**src/rtl/ray_pkg.sv**
```systemverilog
// Shared ray-pipeline types: Q16.16 distance type, constants and the
// closest-hit collector state encoding.
package ray_pkg;

  typedef logic signed [31:0] fip_t;

  localparam fip_t FIP_ONE = 32'sh00010000;
  localparam fip_t T_INIT  = 32'sh7FFFFFFF;

  typedef enum logic [1:0] {
    IDLE    = 2'd0,
    COLLECT = 2'd1,
    DONE    = 2'd2
  } state_e;

endpackage

```
**src/rtl/closest_hit_if.sv**
```systemverilog
// Ray start, intersection result stream and summary handshake for closest_hit.
// The slave modport is the collector's view; master is the surrounding driver.
interface closest_hit_if #(parameter int IDX_W = 16);
  import ray_pkg::*;

  logic             i_start;
  logic [IDX_W-1:0] i_num_tri;
  logic             o_start_ready;
  logic             i_valid;
  fip_t             i_t;
  logic             i_result;
  logic             o_valid;
  logic             i_ready;
  logic             o_hit;
  fip_t             o_t;
  logic [IDX_W-1:0] o_tri_idx;
  logic             o_err;

  modport slave (
    input  i_start, i_num_tri, i_valid, i_t, i_result, i_ready,
    output o_start_ready, o_valid, o_hit, o_t, o_tri_idx, o_err
  );

  modport master (
    output i_start, i_num_tri, i_valid, i_t, i_result, i_ready,
    input  o_start_ready, o_valid, o_hit, o_t, o_tri_idx, o_err
  );
endinterface

```
**src/rtl/closest_hit.sv**
```systemverilog
// Collects N in-order (t, hit) results per ray, keeps the nearest hit and its
// arrival index, and hands one summary per ray to the shading stage.
module closest_hit #(
  parameter int                 IDX_W  = 16,
  parameter logic signed [31:0] T_INIT = 32'sh7FFFFFFF
) (
  input  logic          i_clk,
  input  logic          i_rstn,
  closest_hit_if.slave  bus
);
  import ray_pkg::*;

  state_e           state_q, state_d;
  logic [IDX_W-1:0] rem_q, rem_d;
  logic [IDX_W-1:0] idx_q, idx_d;
  logic [IDX_W-1:0] best_idx_q, best_idx_d;
  fip_t             best_t_q, best_t_d;
  logic             hit_q, hit_d;
  logic             err_q, err_d;
  logic             start_rdy, start_acc;

  always_ff @(posedge i_clk) begin
    if (!i_rstn) begin
      state_q    <= IDLE;
      rem_q      <= '0;
      idx_q      <= '0;
      best_idx_q <= '0;
      best_t_q   <= T_INIT;
      hit_q      <= 1'b0;
      err_q      <= 1'b0;
    end else begin
      state_q    <= state_d;
      rem_q      <= rem_d;
      idx_q      <= idx_d;
      best_idx_q <= best_idx_d;
      best_t_q   <= best_t_d;
      hit_q      <= hit_d;
      err_q      <= err_d;
    end
  end

  // DONE frees the start port in the same cycle the summary is taken
  assign start_rdy = (state_q == IDLE) || ((state_q == DONE) && bus.i_ready);
  assign start_acc = bus.i_start && start_rdy;

  always_comb begin
    state_d    = state_q;
    rem_d      = rem_q;
    idx_d      = idx_q;
    best_idx_d = best_idx_q;
    best_t_d   = best_t_q;
    hit_d      = hit_q;
    err_d      = err_q;

    case (state_q)
      COLLECT: begin
        if (bus.i_valid) begin
          // strict less-than keeps the earlier index on ties
          if (bus.i_result && (bus.i_t < best_t_q)) begin
            best_t_d   = bus.i_t;
            best_idx_d = idx_q;
            hit_d      = 1'b1;
          end
          idx_d = idx_q + 1'b1;
          rem_d = rem_q - 1'b1;
          if (rem_q == IDX_W'(1)) state_d = DONE;
        end
      end
      DONE:    if (bus.i_ready) state_d = IDLE;
      default: ;
    endcase

    if (start_acc) begin
      rem_d      = bus.i_num_tri;
      idx_d      = '0;
      best_t_d   = T_INIT;
      best_idx_d = '0;
      hit_d      = 1'b0;
      state_d    = (bus.i_num_tri == '0) ? DONE : COLLECT;
    end

    if ((bus.i_valid && (state_q != COLLECT)) || (bus.i_start && !start_rdy))
      err_d = 1'b1;
  end

  assign bus.o_start_ready = start_rdy;
  assign bus.o_valid       = (state_q == DONE);
  assign bus.o_hit         = hit_q;
  assign bus.o_t           = best_t_q;
  assign bus.o_tri_idx     = best_idx_q;
  assign bus.o_err         = err_q;

endmodule

```
**src/flat_wrapper.sv**
```systemverilog
// flat-port wrapper written by rule: the top's interface ports become plain ports
module closest_hit_flat import ray_pkg::*;
#(
  parameter int                 IDX_W  = 16,
  parameter logic signed [31:0] T_INIT = 32'sh7FFFFFFF
)
  (i_clk, i_rstn, bus_i_start, bus_i_num_tri, bus_i_valid, bus_i_t, bus_i_result, bus_i_ready, bus_o_start_ready, bus_o_valid, bus_o_hit, bus_o_t, bus_o_tri_idx, bus_o_err);
  closest_hit_if #(.IDX_W(IDX_W)) bus_i ();
  input  logic i_clk;
  input  logic i_rstn;
  input wire logic [$bits(bus_i.i_start)-1:0] bus_i_start;
  input wire logic [$bits(bus_i.i_num_tri)-1:0] bus_i_num_tri;
  input wire logic [$bits(bus_i.i_valid)-1:0] bus_i_valid;
  input wire logic [$bits(bus_i.i_t)-1:0] bus_i_t;
  input wire logic [$bits(bus_i.i_result)-1:0] bus_i_result;
  input wire logic [$bits(bus_i.i_ready)-1:0] bus_i_ready;
  output wire logic [$bits(bus_i.o_start_ready)-1:0] bus_o_start_ready;
  output wire logic [$bits(bus_i.o_valid)-1:0] bus_o_valid;
  output wire logic [$bits(bus_i.o_hit)-1:0] bus_o_hit;
  output wire logic [$bits(bus_i.o_t)-1:0] bus_o_t;
  output wire logic [$bits(bus_i.o_tri_idx)-1:0] bus_o_tri_idx;
  output wire logic [$bits(bus_i.o_err)-1:0] bus_o_err;
  assign bus_i.i_start = bus_i_start;
  assign bus_i.i_num_tri = bus_i_num_tri;
  assign bus_i.i_valid = bus_i_valid;
  assign bus_i.i_t = bus_i_t;
  assign bus_i.i_result = bus_i_result;
  assign bus_i.i_ready = bus_i_ready;
  assign bus_o_start_ready = bus_i.o_start_ready;
  assign bus_o_valid = bus_i.o_valid;
  assign bus_o_hit = bus_i.o_hit;
  assign bus_o_t = bus_i.o_t;
  assign bus_o_tri_idx = bus_i.o_tri_idx;
  assign bus_o_err = bus_i.o_err;
  closest_hit #(.IDX_W(IDX_W), .T_INIT(T_INIT)) u_core (.i_clk(i_clk), .i_rstn(i_rstn), .bus(bus_i));
endmodule
```
**config.mk**
```make
export PLATFORM = sky130hd
export DESIGN_NAME = closest_hit_flat
export DESIGN_NICKNAME = d
export VERILOG_FILES = /design/src/rtl/ray_pkg.sv /design/src/rtl/closest_hit_if.sv /design/src/rtl/closest_hit.sv /design/src/flat_wrapper.sv
export SDC_FILE = /design/constraint.sdc
export NUM_CORES = 1
export LEC_CHECK = 0
export ABC_AREA = 1
export CELL_PAD_IN_SITES_DETAIL_PLACEMENT = 0
export CELL_PAD_IN_SITES_GLOBAL_PLACEMENT = 2
export CORE_UTILIZATION = 28
export CTS_CLUSTER_DIAMETER = 120
export CTS_CLUSTER_SIZE = 8
export DETAILED_ROUTE_END_ITERATION = 8
export PLACE_DENSITY_LB_ADDON = 0.1
export SYNTH_ARGS = -nofsm -noshare
export SYNTH_HDL_FRONTEND = slang
export SYNTH_SLANG_ARGS = --single-unit
```
**constraint.sdc**
```tcl
create_clock -name i_clk -period 2.6 [get_ports i_clk]
set_input_delay 0.52 -clock i_clk [delete_from_list [all_inputs] [get_ports i_clk]]
set_output_delay 0.52 -clock i_clk [all_outputs]
set_load 0.05 [all_outputs]
```
==> results of run 1 <==
## cell families after synthesis
group,count (synthesis)
adders and majority gates,37
xor gates and xnor gates,10
AOI/OAI and AO/OA,71
DFF,84
buffers and inverters,121
and+or+nand+nor,341
## power groups by stage
stage	sequential (µW)	clock, µW	combinational, µW
floorplan	1590	0	884
finish	1470	1440	1540
global placement	1500	0	1540
detailed placement	1500	0	1540
global route	1480	1540	1710
CTS	1470	1490	1550
## layer usage
metal / vias to the layer above / wire length, µm / track usage [%]
met3: 13 / 612 / 3.318
met1: 2180 / 6713 / 21.68
li1: 2423 / - / -
met5: - / 0 / 0
met4: 0 / 138 / 4.457
met2: 111 / 6387 / 27.34
## final cells by class
cell class / count / share of cell area (%)
Tap cell: 220 / 4.213
Inverter: 92 / 5.285
Multi-Input combinational cell: 459 / 39.07
Clock buffer: 9 / 3.447
Timing Repair Buffer: 131 / 20.76
Sequential cell: 84 / 25.74
Clock inverter: 7 / 1.494
## what timing repair did
item	CTS	global route
endpoints found under the setup margin	0	49
gates resized for setup	0	2
setup buffers	0	1
## metrics by stage
stage	util (%)	std cells	total power (µW)	cell area [µm²]	TNS [ps]
CTS	39.51	1001	4514	6505	0
detailed placement	37.55	985	3039	6182	-10520
finish	39.68	1002	4448	6534	0
global route	39.68	1002	4739	6534	0
global placement	37.55	985	3033	6182	-9460
floorplan	-	664	2474	4702	0
## sequential cells by signal, summed over array words and instances, names as in the netlist
signal,flops
u_core.bus.o_hit,1
u_core.rem_q,16
u_core.bus.o_t,32
u_core.state_q,2
u_core.bus.o_err,1
u_core.bus.o_tri_idx,16
u_core.idx_q,16
## cell usage after synthesis, types with 9 or more instances
cell type,number,share of area [%]
ha_1,37,9.8
clkbuf_1,9,0.72
nor2_2,13,1.7
nand2_1,142,11
buf_2,12,1.3
nand4_1,55,7.3
o21ai_0,18,1.9
inv_1,91,7.3
a21oi_1,33,3.5
nor2_1,66,5.3
dfxtp_1,84,36
nand3_1,43,4.6
## critical path, cell delays in order
cell and delay (ps):
clkdlybuf4s50_1 480, ha_1 240, a21oi_1 140, o21ai_0 120, nand2_1 70, nand3_1 130
a21oi_2 210, nand2_1 110, nand2_4 120, nand3_1 130, buf_12 210, nand2_1 80
nand3_1 70
## worst paths after layout
path                       from            endpoint  slack, ps  cells past startpoint
max                 bus_i_t[19]  u_core.bus.o_t[27]        190                     13
min          u_core.bus.o_t[15]  u_core.bus.o_t[15]        480                      2
max reg2reg  u_core.bus.o_t[19]  u_core.bus.o_t[27]        360                     13
min reg2reg  u_core.bus.o_t[15]  u_core.bus.o_t[15]        480                      2
==> flow_summary.json, run 1 <==
{
  "status": "completed",
  "drt_drc_violations_left": 0,
  "fillers": 1728,
  "syn_nets": 755,
  "timing.critical_path.arrival_ps": 2640,
  "cts.reportedPaths.clkPinSlew_ps": 70,
  "finalWeightedCongestion": 0.7625,
  "cts.root.buffer_cell": "clkbuf_16",
  "netlist-cell-type-count": 35,
  "detail-route-antenna-nets": 0,
  "numCtsBuffers": 9,
  "cts-htree-levels": 3,
  "number_of_antenna_violations_at_the_first_check_in_global_routing": 0,
  "layout_common_cells": "nand2_1 (141), clkdlybuf4s50_1 (104), inv_1 (91), dfxtp_1 (84), nor2_1 (65)",
  "grt_pass1_wl_mm": 22.94,
  "fin_nets": 868,
  "synth-seq-area-share_pct": 35.76,
  "layout_commonest_cell": "nand2_1",
  "dp_worst_setup_slack_ps": -244.0,
  "hpwl_mm": 10.12,
  "synth.area.mux_share_pct": 0,
  "synth-compound-area-share_pct": 8.409,
  "synth-edff-count": 0,
  "layout-drive-gt1-share_pct": 9.079,
  "placeable_area_um2": 16470,
  "area_growth_syn_to_layout_pct": 38.96,
  "max-cap-violations": 0,
  "finalHoldViolCount": 0,
  "setup.worst_path.start_class": "primary input",
  "hold_path_class": "flop to flop",
  "synth_warnings": 0,
  "ctsLongestPathBuffers": 2,
  "synth_fa_ha_area_share_pct": 9.846,
  "drt_pass1_iterations": 4,
  "synth.cell_area_um2": 4702,
  "crit_required_ps": 2830,
  "clock-skew-final_ps": 7.311,
  "die_h_um": 131.6,
  "ir_worst_vdd_mv": 0.4410,
  "std_cell_rows": 47,
  "timing.fmax_mhz": 414.8,
  "internal_power_uw": 2831,
  "avgViaCountPerCell": 4.718,
  "p_switching_uw": 1617,
  "grt.total_usage_pct": 16.51,
  "async_reset_ff_share_pct": 0,
  "finalSetupViolations": 0,
  "count_of_port_buffers_added_during_placement": 105,
  "proportion_of_power_drawn_by_combinational_gates_pct": 34.7,
  "critPathKind": "primary input to flop",
  "grt_start_max_net_pins": 32,
  "register_area_um2": 1682,
  "post_cts_hold_buffer_count": 0,
  "clock_power_share_pct": 32.3,
  "globalRouteOverflowTotal": 0,
  "multi_input_comb_area_um2": 2552,
  "skew_pair_late_insertion_delay_ps": 350,
  "ports_placed_on_the_boundary": 106,
  "postSynthCellCount": 664,
  "worst_slack_ps": 189.0,
  "vias": 4727,
  "combinational_family_with_the_most_area_after_synthesis": "simple AND/OR/NAND/NOR gates",
  "seq_power_share_pct": 33.0,
  "ys.flop_type": "dfxtp_1",
  "synth_simple_gate_area_share_pct": 33.66,
  "unrepaired_setup_endpoints_after_global_routing": "false",
  "timing.slew.headroom_pct": 61.41,
  "die_width_um": 131.6,
  "diodes": 0,
  "layout_worst_path_cycle_share_pct": 92.73,
  "worst_hold_slack_ps": 481.1,
  "grt_pass1_vias": 4519,
  "critical_path_peak_fanout": 31,
  "worst_pin_slew_ps": 577.0,
  "post_drt_wl_per_cell_um": 13.82,
  "tritoncts_clock_tree": "built",
  "floorplan_die_area_um2": 17310,
  "detailedRoute.firstIterationViolations": 182,
  "yosys.area_share.xor_xnor_pct": 1.863,
  "power.density_nw_per_um2": 680.7,
  "floorplan.initialDensity_pct": 28.56,
  "synth_seq_cells": 84,
  "power.share.switching_pct": 36.36,
  "clock_sinks": 84,
  "postRouteWirelength_mm": 13.85,
  "layout_min_cycle_time_ps": 2411,
  "total_leakage_power_uw": 0.003060,
  "synth.avg_cell_area_um2": 7.081,
  "timing.final.max_slew_violations": 0,
  "critPathCaptureType": "flop"
}
Note: power is estimated with default switching activity, not from simulation.
==> inputs of run 2 (changes only) <==
==> constraint.sdc (replaced) <==
create_clock -name i_clk -period 2.6 [get_ports i_clk]
set_input_delay 0.65 -clock i_clk [delete_from_list [all_inputs] [get_ports i_clk]]
set_output_delay 0.65 -clock i_clk [all_outputs]
set_load 0.05 [all_outputs]
==> run 2 against run 1 <==
Compared with the run above:
- clock-buffer cell count is the same
- routed wire length increased by 1.1%
- hold slack improved by 0.62 ps
- non-clock buffer count rose by 8
- utilization is 0.59 points higher
- register-to-register slack improved by 90 ps
- sequential cell count did not move
- die area is the same
- power decreased by 1.1%
- critical path depth unchanged
- worst setup slack got worse by 80 ps
- final cell count grew 0.80%
==> flow_summary.json, run 2 (same netlist as run 1, synthesis figures left out) <==
{
  "hold_path_class": "flop to flop",
  "grt_pass1_wl_mm": 23.17,
  "worst_pin_slew_ps": 575.4,
  "crit_required_ps": 2830,
  "layout_commonest_cell": "nand2_1",
  "finish.instance_area_um2": 6631,
  "grt_pass1_vias": 4505,
  "area_growth_syn_to_layout_pct": 41.03,
  "die_h_um": 131.6,
  "hpwl_mm": 10.38,
  "power.density_nw_per_um2": 663.2,
  "skew_pair_late_insertion_delay_ps": 350,
  "finalWeightedCongestion": 0.7838,
  "timing.slew.headroom_pct": 61.52,
  "post_drt_wl_per_cell_um": 13.87,
  "finalHoldViolCount": 0,
  "globalRouteOverflowTotal": 0,
  "critPathKind": "primary input to flop",
  "worst-r2r-setup-slack_ps": 450,
  "grt.total_usage_pct": 16.79,
  "setup.worst_path.start_class": "primary input",
  "largest_register_ffs": 32,
  "detail-route-antenna-nets": 0,
  "diodes": 0,
  "floorplan.initialDensity_pct": 28.56,
  "floorplan_die_area_um2": 17310,
  "placement.cell_area_um2": 6235,
  "count_of_port_buffers_added_during_placement": 105,
  "fillers": 1722,
  "cts-htree-levels": 3,
  "layout_min_cycle_time_ps": 2491,
  "max-cap-violations": 0,
  "unrepaired_setup_endpoints_after_global_routing": "true",
  "cts.reportedPaths.clkPinSlew_ps": 70,
  "stdcell_count": 1010,
  "place.detailed.instances": 992,
  "layout_common_cells": "nand2_1 (140), clkdlybuf4s50_1 (103), inv_1 (91), dfxtp_1 (84), nor2_1 (64)",
  "drt_pass1_iterations": 5,
  "std_cell_rows": 47,
  "clock_sinks": 84,
  "ports_placed_on_the_boundary": 106,
  "register_area_um2": 1682,
  "timing.critical_path.arrival_ps": 2720,
  "die_width_um": 131.6,
  "detailedRoute.firstIterationViolations": 261,
  "status": "completed",
  "worst_hold_slack_ps": 481.8,
  "tritoncts_clock_tree": "built",
  "vias": 4702,
  "timing.final.max_slew_violations": 0,
  "clock-skew-final_ps": 6.509,
  "critical_path_peak_fanout": 23,
  "timing.fmax_mhz": 401.4,
  "grt_start_max_net_pins": 26,
  "layout-drive-gt1-share_pct": 11.01,
  "placeable_area_um2": 16470,
  "cts.root.buffer_cell": "clkbuf_16",
  "ir_worst_vdd_mv": 0.4386,
  "number_of_antenna_violations_at_the_first_check_in_global_routing": 0,
  "layout_worst_path_cycle_share_pct": 95.82,
  "multi_input_comb_area_um2": 2601,
  "fin_nets": 876,
  "finalSetupViolations": 0,
  "total_leakage_power_uw": 0.003112,
  "numCtsBuffers": 9,
  "avgViaCountPerCell": 4.655,
  "critPathCaptureType": "flop",
  "ctsLongestPathBuffers": 2,
  "drt_drc_violations_left": 0,
  "postRouteWirelength_mm": 14.01
}
## run 2: changes by cell type in the layout (fill, tap and decap cells not counted), moves of 2 or more
cell,delta
buf_4,+7
inv_6,+2
nand3_1,-2
nand3_2,+2
nor3_1,-2
nor3_2,+2
## run 2: per-stage QoR
| stage | setup TNS, ps | total power [µW] | utilization (%) | worst slack, ps |
|---|---|---|---|---|
| 2_1_floorplan | 0 | 2474 | - | 318.7 |
| 3_5_place_dp | -17770 | 3054 | 37.86 | -388.5 |
| 3_3_place_gp | -16280 | 3048 | 37.86 | -346.2 |
| 4_1_cts | 0 | 4465 | 39.92 | 34.62 |
| 6_report | 0 | 4398 | 40.27 | 108.8 |
| 5_1_grt | -335.3 | 4715 | 40.27 | -36.54 |
## run 2: final timing paths
path / start / endpoint / cells past startpoint
min reg2reg: u_core.bus.o_err / u_core.bus.o_err / 2
min: u_core.bus.o_err / u_core.bus.o_err / 2
max reg2reg: u_core.bus.o_t[21] / u_core.bus.o_t[1] / 13
max: bus_i_t[21] / u_core.bus.o_t[1] / 13
## run 2: area by class of cell
| cell class | instances | share of cell area, % |
|---|---|---|
| Tap cell | 220 | 4.151 |
| Inverter | 92 | 5.208 |
| Clock inverter | 7 | 1.208 |
| Sequential cell | 84 | 25.36 |
| Clock buffer | 9 | 3.396 |
| Multi-Input combinational cell | 459 | 39.23 |
| Timing Repair Buffer | 139 | 21.45 |
## run 2: worst max-delay path: stages
cell,delay [ps]
clkdlybuf4s50_1,500
ha_1,250
a21oi_1,150
nor2_1,50
nor2_1,110
nand3_2,150
a21oi_4,180
nand2_1,110
nand2_4,110
nand3_2,120
buf_12,190
nand2_1,70
nand3_1,70
## run 2: report_power, final
group / leakage, µW / internal, µW / switching, µW
combinational: 0.00229 / 610 / 949
clock: 0.000143 / 760 / 611
sequential: 0.000682 / 1390 / 81.0
total: 0.00311 / 2760 / 1640
## run 2: timing repair
| action | 4_1_cts | 5_1_grt |
|---|---|---|
| pin swaps | 2 | 5 |
| setup endpoints to repair | 15 | 49 |
| gates resized for setup | 1 | 12 |
| buffers inserted | 2 | 0 |
| hold buffers | 0 | 0 |
## run 2: routing by layer
layer,vias to the layer above,part of all wire (%),global-route usage (%)
met2,94,46,27.34
met5,-,0,0
li1,2449,-,-
met4,0,1.2,5.426
met3,11,3.8,2.623
met1,2148,49,22.56
==> inputs of run 3 (changes only) <==
- GPL_TIMING_DRIVEN: unset -> 0
- SLEW_MARGIN: unset -> 15
==> run 3 against run 2 <==
Compared with the run above:
- worst setup slack better by 19 ps
- fmax is 0.77% higher
- die area stayed put
- via count is 0.32% lower
- largest power group is now clock
==> flow_summary.json, run 3 (same netlist as run 1, synthesis figures left out) <==
{
  "status": "completed",
  "timing.hold.worst.start": "u_core.bus.o_hit",
  "floorplan.initialDensity_pct": 28.56,
  "timing.fmax_mhz": 404.5,
  "grt_pass1_wl_mm": 22.51,
  "layout_commonest_cell": "nand2_1",
  "die_h_um": 131.6,
  "largest_register_ffs": 32,
  "max-cap-violations": 0,
  "launch_instance_of_the_worst_register_to_register_path": "u_core.state_q[0]",
  "vias": 4687,
  "internal_power_uw": 2853,
  "timing.slew.headroom_pct": 56.68,
  "total_leakage_power_uw": 0.003081,
  "r2r_cells": 10,
  "setup.worst_path.start_class": "primary input",
  "skew_pair_late_insertion_delay_ps": 350,
  "hpwl_mm": 10.29,
  "numCtsBuffers": 9,
  "worst_slack_ps": 127.8,
  "ports_placed_on_the_boundary": 106,
  "seq_power_share_pct": 33.0,
  "power.density_nw_per_um2": 677.2,
  "clock-skew-final_ps": 9.929,
  "postRouteWirelength_mm": 13.78,
  "layout_worst_path_cycle_share_pct": 95.09,
  "detailedRoute.firstIterationViolations": 144,
  "grt_pass1_vias": 4502,
  "critical_path_peak_fanout": 10,
  "critPathCaptureType": "flop",
  "area_growth_syn_to_layout_pct": 39.65,
  "avgViaCountPerCell": 4.636,
  "stdcell_count": 1011,
  "clock_sinks": 84,
  "ctsLongestPathBuffers": 2,
  "tritoncts_clock_tree": "built",
  "finish.instance_area_um2": 6566,
  "hold-path-endpoint": "u_core.bus.o_hit",
  "cts-htree-levels": 3,
  "std_cell_rows": 47,
  "layout_common_cells": "nand2_1 (140), clkdlybuf4s50_1 (102), inv_1 (91), dfxtp_1 (84), nor2_1 (65)",
  "critPathKind": "primary input to flop",
  "power.share.switching_pct": 35.84,
  "diodes": 0,
  "timing.final.max_slew_violations": 0,
  "drt_pass1_iterations": 4,
  "detail-route-antenna-nets": 0,
  "crit_required_ps": 2820,
  "drt_drc_violations_left": 0,
  "dp_worst_setup_slack_ps": -403.3,
  "post_drt_wl_per_cell_um": 13.63,
  "proportion_of_power_drawn_by_combinational_gates_pct": 33.0,
  "worst_pin_slew_ps": 647.3,
  "grt.total_usage_pct": 16.35,
  "timing.critical_path.arrival_ps": 2700,
  "layout-drive-gt1-share_pct": 10.11,
  "cts.reportedPaths.clkPinSlew_ps": 60,
  "worst-r2r-setup-slack_ps": 260,
  "finalHoldViolCount": 0,
  "finalWeightedCongestion": 0.8139,
  "cts.root.buffer_cell": "clkbuf_16",
  "floorplan_die_area_um2": 17310,
  "place.detailed.instances": 989,
  "die_width_um": 131.6,
  "placeable_area_um2": 16470,
  "layout_min_cycle_time_ps": 2472,
  "ir_worst_vdd_mv": 0.5033,
  "globalRouteOverflowTotal": 0,
  "placement.cell_area_um2": 6028,
  "worst_hold_slack_ps": 466.6,
  "unrepaired_setup_endpoints_after_global_routing": "false",
  "hold_path_class": "flop to flop",
  "number_of_antenna_violations_at_the_first_check_in_global_routing": 0,
  "grt_start_max_net_pins": 15,
  "reg2reg_to": "u_core.rem_q[2]",
  "fillers": 1748,
  "p_switching_uw": 1594,
  "fin_nets": 877,
  "whs_path_depth": 2,
  "clock_power_share_pct": 34.1,
  "finalSetupViolations": 0,
  "count_of_port_buffers_added_during_placement": 105
}
[run 3: worst max-delay path, stage by stage]
cell and delay (ps):
clkdlybuf4s50_1 450, ha_1 310, nand2_1 70, nor2_1 140, nand4_1 170, nor2_1 160
nand2_2 100, nand2_1 110, nand2_4 90, buf_6 140, buf_6 140, nand4_1 80
nand3_1 80
[run 3: area by class of cell]
class | count | area [µm²] | share of cell area, %
inverters | 92 | 345.3 | 5.259
multi-input cells | 459 | 2624 | 39.96
well taps | 220 | 275.3 | 4.192
flip-flops and latches | 84 | 1682 | 25.61
repair buffers | 112 | 1105 | 16.83
clock buffers | 10 | 229.0 | 3.487
clock inverters | 6 | 112.6 | 1.715
plain buffers | 28 | 193.9 | 2.954
[run 3: how the worst max path moves through the flow]
stage                                          to  slack (ps)              start  depth (start not counted)
after global placement         u_core.bus.o_t[21]        -420         bus_i_t[5]                         15
after CTS                      u_core.bus.o_t[19]           3        bus_i_t[17]                         13
after detailed placement       u_core.bus.o_t[19]        -400         bus_i_t[5]                         15
after floorplan                u_core.bus.o_t[10]         320  u_core.bus.o_t[5]                         14
after global routing      u_core.bus.o_tri_idx[8]           3        bus_i_t[23]                         13
final                          u_core.bus.o_t[13]         130        bus_i_t[23]                         13
[run 3: repair_timing]
item | CTS | global route
gates cloned | 0 | 1
gates resized for setup | 9 | 36
hold buffers | 0 | 0
endpoints found under the setup margin | 35 | 49
pin swaps | 1 | 2
setup buffers | 3 | 3
[run 3: power groups by stage]
stage,registers (µW),logic (µW),clock network [µW]
floorplan,1590,884,0
global placement,1490,1440,0
detailed placement,1500,1440,0
CTS,1470,1460,1560
global route,1480,1650,1620
finish,1470,1470,1510
[run 3: through the flow]
| step | util [%] | TNS, ps | total power [µW] |
|---|---|---|---|
| 3_5_place_dp | 36.61 | -17850 | 2939 |
| 6_report | 39.88 | 0 | 4447 |
| 5_1_grt | 39.88 | 0 | 4751 |
| 4_1_cts | 38.98 | 0 | 4485 |
| 2_1_floorplan | - | 0 | 2474 |
| 3_3_place_gp | 36.61 | -18880 | 2932 |
[run 3: metal layers]
| layer | vias to the layer above | share of wire (%) | track usage, % |
|---|---|---|---|
| met1 | 2148 | 49 | 22.01 |
| met3 | 12 | 4.0 | 2.431 |
| li1 | 2443 | - | - |
| met2 | 84 | 46 | 26.40 |
| met5 | - | 0 | 0 |
| met4 | 0 | 1.3 | 5.879 |
